**src/rtl/loop_activity_monitor.sv**
```systemverilog
// -----------------------------------------------------------------------------
// loop_activity_monitor
//
// Passive performance monitor for one HLS block. It observes the block-level
// ap_* handshake and one pipelined loop (FSM state, stage block flags, stage
// enables, loop handshake) and keeps run / iteration / stall / latency counters
// plus one-cycle event strobes. It never drives the monitored design.
//
// Ports:
//   clock, reset          rising-edge clock, synchronous active-low reset
//   finish                freezes all state (sticky frozen flag until reset)
//   ap_start/ready/done/continue   module handshake
//   cur_state, *_state    loop FSM current state and one-hot state constants
//   *_block, *_enable     stage subdone block flags and pipeline stage enables
//   loop_start/ready/done/continue loop handshake
//   quit_at_end           where loop exit is evaluated (informational here)
//   mod_*                 module busy flag, run/ready counts, last latency
//   loop_*, iter_*        loop active flag, run count, trip counts, strobes
//   stall_cycles          cycles stalled in the iteration-start state
//   frozen                finish has been seen
// All counters saturate at all-ones.
// -----------------------------------------------------------------------------
module loop_activity_monitor #(
    parameter int STATE_W = 2,
    parameter int CNT_W   = 32
) (
    input  logic               clock,
    input  logic               reset,
    input  logic               finish,
    input  logic               ap_start,
    input  logic               ap_ready,
    input  logic               ap_done,
    input  logic               ap_continue,
    input  logic [STATE_W-1:0] cur_state,
    input  logic [STATE_W-1:0] iter_start_state,
    input  logic [STATE_W-1:0] iter_end_state,
    input  logic [STATE_W-1:0] quit_state,
    input  logic               iter_start_block,
    input  logic               iter_end_block,
    input  logic               quit_block,
    input  logic               iter_start_enable,
    input  logic               iter_end_enable,
    input  logic               quit_enable,
    input  logic               loop_start,
    input  logic               loop_ready,
    input  logic               loop_done,
    input  logic               loop_continue,
    input  logic               quit_at_end,
    output logic               mod_busy,
    output logic [CNT_W-1:0]   mod_run_count,
    output logic [CNT_W-1:0]   mod_ready_count,
    output logic [CNT_W-1:0]   mod_last_latency,
    output logic               loop_active,
    output logic [CNT_W-1:0]   loop_run_count,
    output logic [CNT_W-1:0]   loop_last_trip,
    output logic               iter_start_pulse,
    output logic               iter_end_pulse,
    output logic               quit_pulse,
    output logic [CNT_W-1:0]   iter_total,
    output logic [CNT_W-1:0]   stall_cycles,
    output logic               frozen
);

    typedef enum logic [1:0] {M_IDLE, M_BUSY, M_WAIT_CONT} mod_state_e;
    typedef enum logic [1:0] {L_IDLE, L_RUN, L_WAIT_CONT} loop_state_e;

    localparam logic [CNT_W-1:0] ONE = CNT_W'(1);

    function automatic logic [CNT_W-1:0] sat_inc(input logic [CNT_W-1:0] v);
        return (&v) ? v : v + ONE;
    endfunction

    mod_state_e       mod_state_q, mod_state_d;
    loop_state_e      loop_state_q, loop_state_d;
    logic [CNT_W-1:0] lat_q, lat_d;
    logic [CNT_W-1:0] mod_run_q, mod_run_d;
    logic [CNT_W-1:0] mod_ready_q, mod_ready_d;
    logic [CNT_W-1:0] mod_lat_q, mod_lat_d;
    logic [CNT_W-1:0] trip_q, trip_d;
    logic [CNT_W-1:0] loop_run_q, loop_run_d;
    logic [CNT_W-1:0] last_trip_q, last_trip_d;
    logic [CNT_W-1:0] iter_total_q, iter_total_d;
    logic [CNT_W-1:0] stall_q, stall_d;
    logic             start_pulse_q, start_pulse_d;
    logic             end_pulse_q, end_pulse_d;
    logic             quit_pulse_q, quit_pulse_d;
    logic             frozen_q, frozen_d;

    logic             in_run;
    logic             iter_start_evt, iter_end_evt, quit_evt, stall_evt;
    logic             freeze;
    logic [CNT_W-1:0] trip_inc;

    // Only iter_end_evt credits iterations, so the quit stage position and the
    // loop ready strobe do not change any counter; they are observed only.
    logic unused_inputs;
    assign unused_inputs = ^{quit_at_end, loop_ready};

    assign in_run         = (loop_state_q == L_RUN);
    assign iter_start_evt = in_run & (cur_state == iter_start_state) & ~iter_start_block & iter_start_enable;
    assign iter_end_evt   = in_run & (cur_state == iter_end_state) & ~iter_end_block & iter_end_enable;
    assign quit_evt       = in_run & (cur_state == quit_state) & ~quit_block & quit_enable;
    assign stall_evt      = in_run & (cur_state == iter_start_state) & iter_start_block;

    // finish takes effect on the very edge where it is sampled.
    assign freeze   = finish | frozen_q;
    assign trip_inc = iter_end_evt ? sat_inc(trip_q) : trip_q;

    always_comb begin
        // NOTE: every *_d gets a hold default first so no path infers a latch.
        mod_state_d   = mod_state_q;
        loop_state_d  = loop_state_q;
        lat_d         = lat_q;
        mod_run_d     = mod_run_q;
        mod_ready_d   = mod_ready_q;
        mod_lat_d     = mod_lat_q;
        trip_d        = trip_q;
        loop_run_d    = loop_run_q;
        last_trip_d   = last_trip_q;
        iter_total_d  = iter_total_q;
        stall_d       = stall_q;
        start_pulse_d = 1'b0;
        end_pulse_d   = 1'b0;
        quit_pulse_d  = 1'b0;
        frozen_d      = frozen_q | finish;

        if (!freeze) begin
            start_pulse_d = iter_start_evt;
            end_pulse_d   = iter_end_evt;
            quit_pulse_d  = quit_evt;

            if (ap_ready) mod_ready_d = sat_inc(mod_ready_q);

            unique case (mod_state_q)
                M_IDLE: begin
                    if (ap_start) begin
                        lat_d = ONE;
                        if (ap_done) begin
                            // Zero-length run: start and done together.
                            mod_lat_d   = ONE;
                            mod_run_d   = sat_inc(mod_run_q);
                            mod_state_d = ap_continue ? M_IDLE : M_WAIT_CONT;
                        end else begin
                            mod_state_d = M_BUSY;
                        end
                    end
                end
                M_BUSY: begin
                    lat_d = sat_inc(lat_q);
                    if (ap_done) begin
                        // lat_q counts cycles before this one; include the done cycle.
                        mod_lat_d = sat_inc(lat_q);
                        mod_run_d = sat_inc(mod_run_q);
                        if (!ap_continue)  mod_state_d = M_WAIT_CONT;
                        else if (ap_start) begin
                            mod_state_d = M_BUSY;
                            lat_d       = ONE;
                        end else           mod_state_d = M_IDLE;
                    end
                end
                M_WAIT_CONT: if (ap_continue) mod_state_d = M_IDLE;
                default:     mod_state_d = M_IDLE;
            endcase

            unique case (loop_state_q)
                L_IDLE: begin
                    if (loop_start) begin
                        loop_state_d = L_RUN;
                        trip_d       = '0;
                    end
                end
                L_RUN: begin
                    trip_d = trip_inc;
                    if (iter_end_evt) iter_total_d = sat_inc(iter_total_q);
                    if (stall_evt)    stall_d      = sat_inc(stall_q);
                    if (loop_done) begin
                        last_trip_d  = trip_inc;
                        loop_run_d   = sat_inc(loop_run_q);
                        loop_state_d = loop_continue ? L_IDLE : L_WAIT_CONT;
                    end
                end
                L_WAIT_CONT: if (loop_continue) loop_state_d = L_IDLE;
                default:     loop_state_d = L_IDLE;
            endcase
        end
    end

    // NOTE: registers only, no storage arrays, so every flop can take the reset.
    always_ff @(posedge clock) begin
        // NOTE: non-blocking assignments keep all flops updating from pre-edge values.
        if (!reset) begin
            mod_state_q   <= M_IDLE;
            loop_state_q  <= L_IDLE;
            lat_q         <= '0;
            mod_run_q     <= '0;
            mod_ready_q   <= '0;
            mod_lat_q     <= '0;
            trip_q        <= '0;
            loop_run_q    <= '0;
            last_trip_q   <= '0;
            iter_total_q  <= '0;
            stall_q       <= '0;
            start_pulse_q <= 1'b0;
            end_pulse_q   <= 1'b0;
            quit_pulse_q  <= 1'b0;
            frozen_q      <= 1'b0;
        end else begin
            mod_state_q   <= mod_state_d;
            loop_state_q  <= loop_state_d;
            lat_q         <= lat_d;
            mod_run_q     <= mod_run_d;
            mod_ready_q   <= mod_ready_d;
            mod_lat_q     <= mod_lat_d;
            trip_q        <= trip_d;
            loop_run_q    <= loop_run_d;
            last_trip_q   <= last_trip_d;
            iter_total_q  <= iter_total_d;
            stall_q       <= stall_d;
            start_pulse_q <= start_pulse_d;
            end_pulse_q   <= end_pulse_d;
            quit_pulse_q  <= quit_pulse_d;
            frozen_q      <= frozen_d;
        end
    end

    assign mod_busy         = (mod_state_q == M_BUSY);
    assign mod_run_count    = mod_run_q;
    assign mod_ready_count  = mod_ready_q;
    assign mod_last_latency = mod_lat_q;
    assign loop_active      = in_run;
    assign loop_run_count   = loop_run_q;
    assign loop_last_trip   = last_trip_q;
    assign iter_start_pulse = start_pulse_q;
    assign iter_end_pulse   = end_pulse_q;
    assign quit_pulse       = quit_pulse_q;
    assign iter_total       = iter_total_q;
    assign stall_cycles     = stall_q;
    assign frozen           = frozen_q;

endmodule

```
**config.mk**
```make
export PLATFORM = sky130hd
export DESIGN_NAME = loop_activity_monitor
export DESIGN_NICKNAME = d
export VERILOG_FILES = /design/src/rtl/loop_activity_monitor.sv
export SDC_FILE = /design/constraint.sdc
export NUM_CORES = 1
export LEC_CHECK = 0
export BUFFER_PORTS_ARGS = -buffer_cell sky130_fd_sc_hd__buf_4
export CAP_MARGIN = 20
export CORE_ASPECT_RATIO = 0.75
export CORE_MARGIN = 5
export CORE_UTILIZATION = 57
export DETAILED_ROUTE_END_ITERATION = 7
export PLACE_DENSITY = 0.77
export SLEW_MARGIN = 25
export SYNTH_ARGS = -nofsm -noshare
export SYNTH_HDL_FRONTEND = slang
export SYNTH_SLANG_ARGS = --single-unit
```
**constraint.sdc**
```tcl
create_clock -name clock -period 2.8 [get_ports clock]
set_input_delay 0.56 -clock clock [delete_from_list [all_inputs] [get_ports clock]]
set_output_delay 0.56 -clock clock [all_outputs]
set_load 0.1 [all_outputs]
```
* Word level (Yosys, flattened, before mapping) *
Cells that the tools add are included.

storage, ports and cells
  register bits = 296
  bits of input ports = 26
  output and inout bits = 230
  logic and storage cells = 109

operators by class
  $add $sub $neg = 7
  equality and inequality tests = 14
  muxes and demuxes = 31
  bitwise logic cells = 20
  reductions and logical operators = 22

operator list
  kind                                                              count
  32-bit 2-to-1 mux                                                 14
  32-bit case mux with 2 select lines                               4
  32-bit by 1-bit adder with 32-bit output (second input constant)  7
  32-bit AND reduction                                              7
  2-bit 2-to-1 mux                                                  10
  4-bit AND reduction                                               5
  2-bit inequality test (second input constant)                     7
  2-bit case mux with 3 select lines                                2
  3-bit AND reduction                                               4
  1-bit AND                                                         10
  1-bit NOT                                                         9
  2-bit == test                                                     3
  5-bit AND reduction                                               1
  2-bit by 1-bit == test with 1-bit output (second input constant)  2
  2-bit == test (second input constant)                             2
  2-bit zero test                                                   2
  2-bit nonzero test                                                2
  2-bit OR reduction                                                1
  1-bit 2-to-1 mux                                                  1
  1-bit OR                                                          1

* Longest topological paths before layout *
  word-level depth = 6
  depth in mapped cells = 10
  gate-level depth less buffers = 7

* Worst setup path after synthesis *
No wires, ideal clock.

  path type = reg2reg
  from = register loop_state_q[0]
  to = register trip_q[6]
  library setup time = 0.074 ns
  arrival = 2.960 ns
  required time = 2.726 ns
  setup slack = -0.234 ns
  cell stages (with the launch flop) = 7
  buffers on the path = 1
  period minus slack after synthesis = 3.034 ns
  cells stage by stage = dfxtp_1 > nor2b_1 > nand2_1 > nor2_1 > clkbuf_1 > o21ai_0 > a31oi_1

between the ends
  cells in the longest elaborated chain, start to end = 6
  elaborated cells on any way between the ends = 10
  classes of those cells = 2 x eq/ne; 2 x mux; 3 x bitwise; 3 x reduce/logical

ends and longest elaborated chain
  item                                          line  source
  start, declared                               74    loop_state_e loop_state_q, loop_state_d;
  start signal, assigned                        209   loop_state_q <= loop_state_d;
  2-bit by 1-bit == test with 1-bit output (*)  99    assign in_run = (loop_state_q == L_RUN);
  named net loop_active                         53    output logic loop_active,
  1-bit AND (3 in series)                       101   assign iter_end_evt = in_run & (cur_state == iter_end_state) & ~iter_end_block & iter_end_enable;
  32-bit 2-to-1 mux                             107   assign trip_inc = iter_end_evt ? sat_inc(trip_q) : trip_q;
  32-bit case mux with 2 select lines           165   unique case (loop_state_q)
  end signal, assigned                          214   trip_q <= trip_d;
  end, declared                                 79    logic [CNT_W-1:0] trip_q, trip_d;

Mark *: on every way through the listed nets, which the timed path passes. The rest lies on a longest branch.
A chain may end at the register's enable or synchronous reset.

* Worst setup path in the final report *
  from = register mod_run_q[5] (netlist: mod_run_count[5])
  to = register mod_run_q[13] (netlist: mod_run_count[13])

between the ends
  cells in the longest elaborated chain, start to end = 5
  elaborated cells on any way between the ends = 6
  classes of those cells = 1 x add/sub; 4 x mux; 1 x reduce/logical

ends and longest elaborated chain
  item                                                                              line      source
  start, declared                                                                   76        logic [CNT_W-1:0] mod_run_q, mod_run_d;
  start signal, assigned                                                            211       mod_run_q <= mod_run_d;
  32-bit by 1-bit adder with 32-bit output or 32-bit AND reduction (tied branches)  70        return (&v) ? v : v + ONE;
  32-bit 2-to-1 mux (*)                                                             70
  32-bit 2-to-1 mux (*)                                                             138, 150
  32-bit 2-to-1 mux                                                                 136       if (ap_start) begin
  32-bit case mux with 2 select lines (*)                                           134       unique case (mod_state_q)

Mark *: on every way between the ends. The rest lies on a longest branch, timed or not. The select of a mux whose other input is x is not followed.

==> metrics.txt <==
outcome=finished, final reports clean; RSZ-0062 raised after global routing=false; vias in the first global route=12700; share of power burned in registers=between 40% and 50%; grt ovf=0; # DRC=0; max-cap violations=0; Hold WC Path Type=in2reg; final core occ=a little under three quarters; Post-Route WL=between 40000 and 50000 um; share of cells above drive strength 1=20.3%; gr usage total=a little over a quarter; Max Buffers Root-to-Sink=3; Max Fclk=403 MHz; router iterations before antenna repair=5; WP data arrival=between 2 and 3 ns; antenna viol nets, final=0; CP Max Fanout=12; Starting DRT DRC Count=around 1200; ys async rst share=0%; die span in y=roughly 150 um; CTS tree=yes; Worst Path Required=roughly 3.3 ns; clock network fraction of total power=roughly 47%; Die X=194 um; Hold Crit Depth=3; worst-margin pin slew=0.966 ns; Gate Count Post-Synth=between 1500 and 2000; initial antenna violation count=0; CP Class=reg2reg; core area=roughly 0.025 sq mm; Post-synth EDFFs=0; Leakage=roughly 6.7 nW; Max Clock Skew=between 0.02 and 0.025 ns; Rel. slew slack=between 30 and 40%; hold buffers post-CTS=0; H-tree Lvls=1; crit path launch type=flop; Warnings, synthesis=0; total number of vias=roughly 14000; post-layout power=slightly below 0.009 W; count of cell types in the netlist=between 70 and 80; period utilization=88.7%; largest net degree at the start of global routing=70; Final Hold Viols=0; Clk Latency, worst-skew pair=about 0.55 ns; cell area power density=499 mW/mm^2; CP Capture Type=flop; VDD IR max=0.000462 V; Clock transition at path regs=0.06 ns; clock buffer count from CTS=30; Internal=~0.0069 W; Detail Placement HPWL=roughly 29000 um; post-cts resize count=0; Rows=50; I/O pin count=roughly 260; full die area=0.0287 sq mm; GPL Wtd Cong=a little over 0.9; Setup TNS=0 ns; nets@finish=around 2000; Reg2Reg Depth=6; fin. max-slew vios=0; sequential area share after synthesis=40.9%; routed length per placed instance=between 15 and 20 um; post-DR vias/cell=about 6; global-route wire length before repair=roughly 66000 um; clock sinks=~300; Switch Pwr=0.00203 W; Ant. Diodes=0; Syn Area/Cell=8.43 sq um; Synth Flop Type=dfxtp_1; Seq cells post-synth=296; logic gate share of total power=5.0%; Root Buffer Master=clkbuf_16; post-synth top area share=40.9%; Sw Share=a little under a quarter; Initial Util=between 50 and 60%; Synth area leader=dfxtp_1; minimum clock period=2.48 ns; most frequent cell after synthesis=dfxtp_1; synthesized area=between 0.01 and 0.015 sq mm; Layout area overhead=23.0%; # setup viols final=0; top cells by area, synth=dfxtp_1 41%, xnor2_1 6.5%, xor2_1 4.7%; postcts setup bufs=0; IO Port Bufs=approximately 250; net count after synthesis=around 1800; top cells by count, synth=296 x dfxtp_1, 179 x nor2_1, 156 x nand2_1
[layer usage]
layer	share of wire (%)	wire [um]	GRT usage, %
met5	0	0	0
met4	3.0	1240	7.98
met3	7.1	2890	4.23
met2	44	18000	41.8
met1	46	18500	39.2
[worst paths after layout]
check | startpoint | end | slack (ns)
min reg2reg | mod_last_latency[7] | mod_last_latency[7] | 0.45
max | mod_run_count[5] | mod_run_count[13] | 0.32
min | quit_block | quit_pulse | 0.28
max reg2reg | mod_run_count[5] | mod_run_count[13] | 0.32
[sequential cells by signal, indices dropped and copies added (netlist names)]
register          count
trip_q               32
iter_start_pulse      1
stall_cycles         32
mod_run_count        32
lat_q                32
loop_state_q          2
loop_last_trip       32
quit_pulse            1
frozen                1
iter_total           32
loop_run_count       32
iter_end_pulse        1
mod_last_latency     32
mod_ready_count      32
mod_state_q           2
[metrics by stage]
stage | setup slack, ns | area, sq um | hold WS, ns | cells
after floorplan | 0.0128 | 14500 | 0.450 | 1718
after global placement | 0.0866 | 16800 | 0.437 | 2267
after detailed placement | 0.0601 | 16800 | 0.443 | 2267
after CTS | 0.319 | 17800 | 0.252 | 2319
after global routing | 0.149 | 17800 | 0.258 | 2319
final | 0.316 | 17800 | 0.279 | 2319
[worst max-delay path, cell delays in order (launching register included)]
cell	delay [ns]
dfxtp_1	0.46
nand4_2	0.19
or4_4	0.60
nor4_4	0.65
nor2_1	0.17
a21o_1	0.22
a21oi_2	0.11
[placed cells by master (no fill, tap or decap), types with 6 or more instances in the layout]
cell / instances
and4_1: 21
o31ai_1: 13
nor3_1: 54
clkbuf_16: 31
a31oi_1: 41
a21oi_1: 90
nor4_1: 15
nor4b_1: 7
nand2_1: 156
nor4_4: 6
xor2_1: 78
nand2b_1: 20
or3_1: 35
nor2_1: 177
o21ai_1: 9
nand4_2: 7
xnor2_1: 107
and3_1: 41
inv_1: 23
nor4_2: 6
dfxtp_1: 295
nand3_1: 94
ha_1: 7
mux2i_1: 10
buf_4: 294
o211ai_1: 11
o21ai_0: 107
a211oi_1: 9
and2_1: 28
nand4_1: 71
clkbuf_1: 8
[power by group through the flow]
stage / combinational (W) / sequential [W] / clock, W
final: 0.000447 / 0.00425 / 0.00420
after global routing: 0.000475 / 0.00425 / 0.00444
after CTS: 0.000445 / 0.00425 / 0.00426
after detailed placement: 0.000444 / 0.00434 / 0
after global placement: 0.000436 / 0.00434 / 0
after floorplan: 0.000190 / 0.00445 / 0
[kinds of logic after synthesis]
kind of cell,count (synthesis),share of synthesized area (%)
AND/OR/NAND/NOR,788,29.9
AO/OA/AOI/OAI,323,13.5
flip-flops,296,40.9
XOR/XNOR,185,11.2
buffers and inverters,108,3.12
multiplexers,11,0.769
adder cells (fa/ha/maj),7,0.605
[layout make-up]
| class | instances | area [sq um] |
|---|---|---|
| multi-input combinational | 1314 | 8120 |
| fill | 2001 | 7210 |
| sequential | 296 | 5930 |
| timing repair buffer | 295 | 2230 |
| clock buffer | 44 | 875 |
| tap | 338 | 423 |
| clock inverter | 8 | 154 |
| inverter | 24 | 92.6 |
Power figures use the tool's default switching activity.
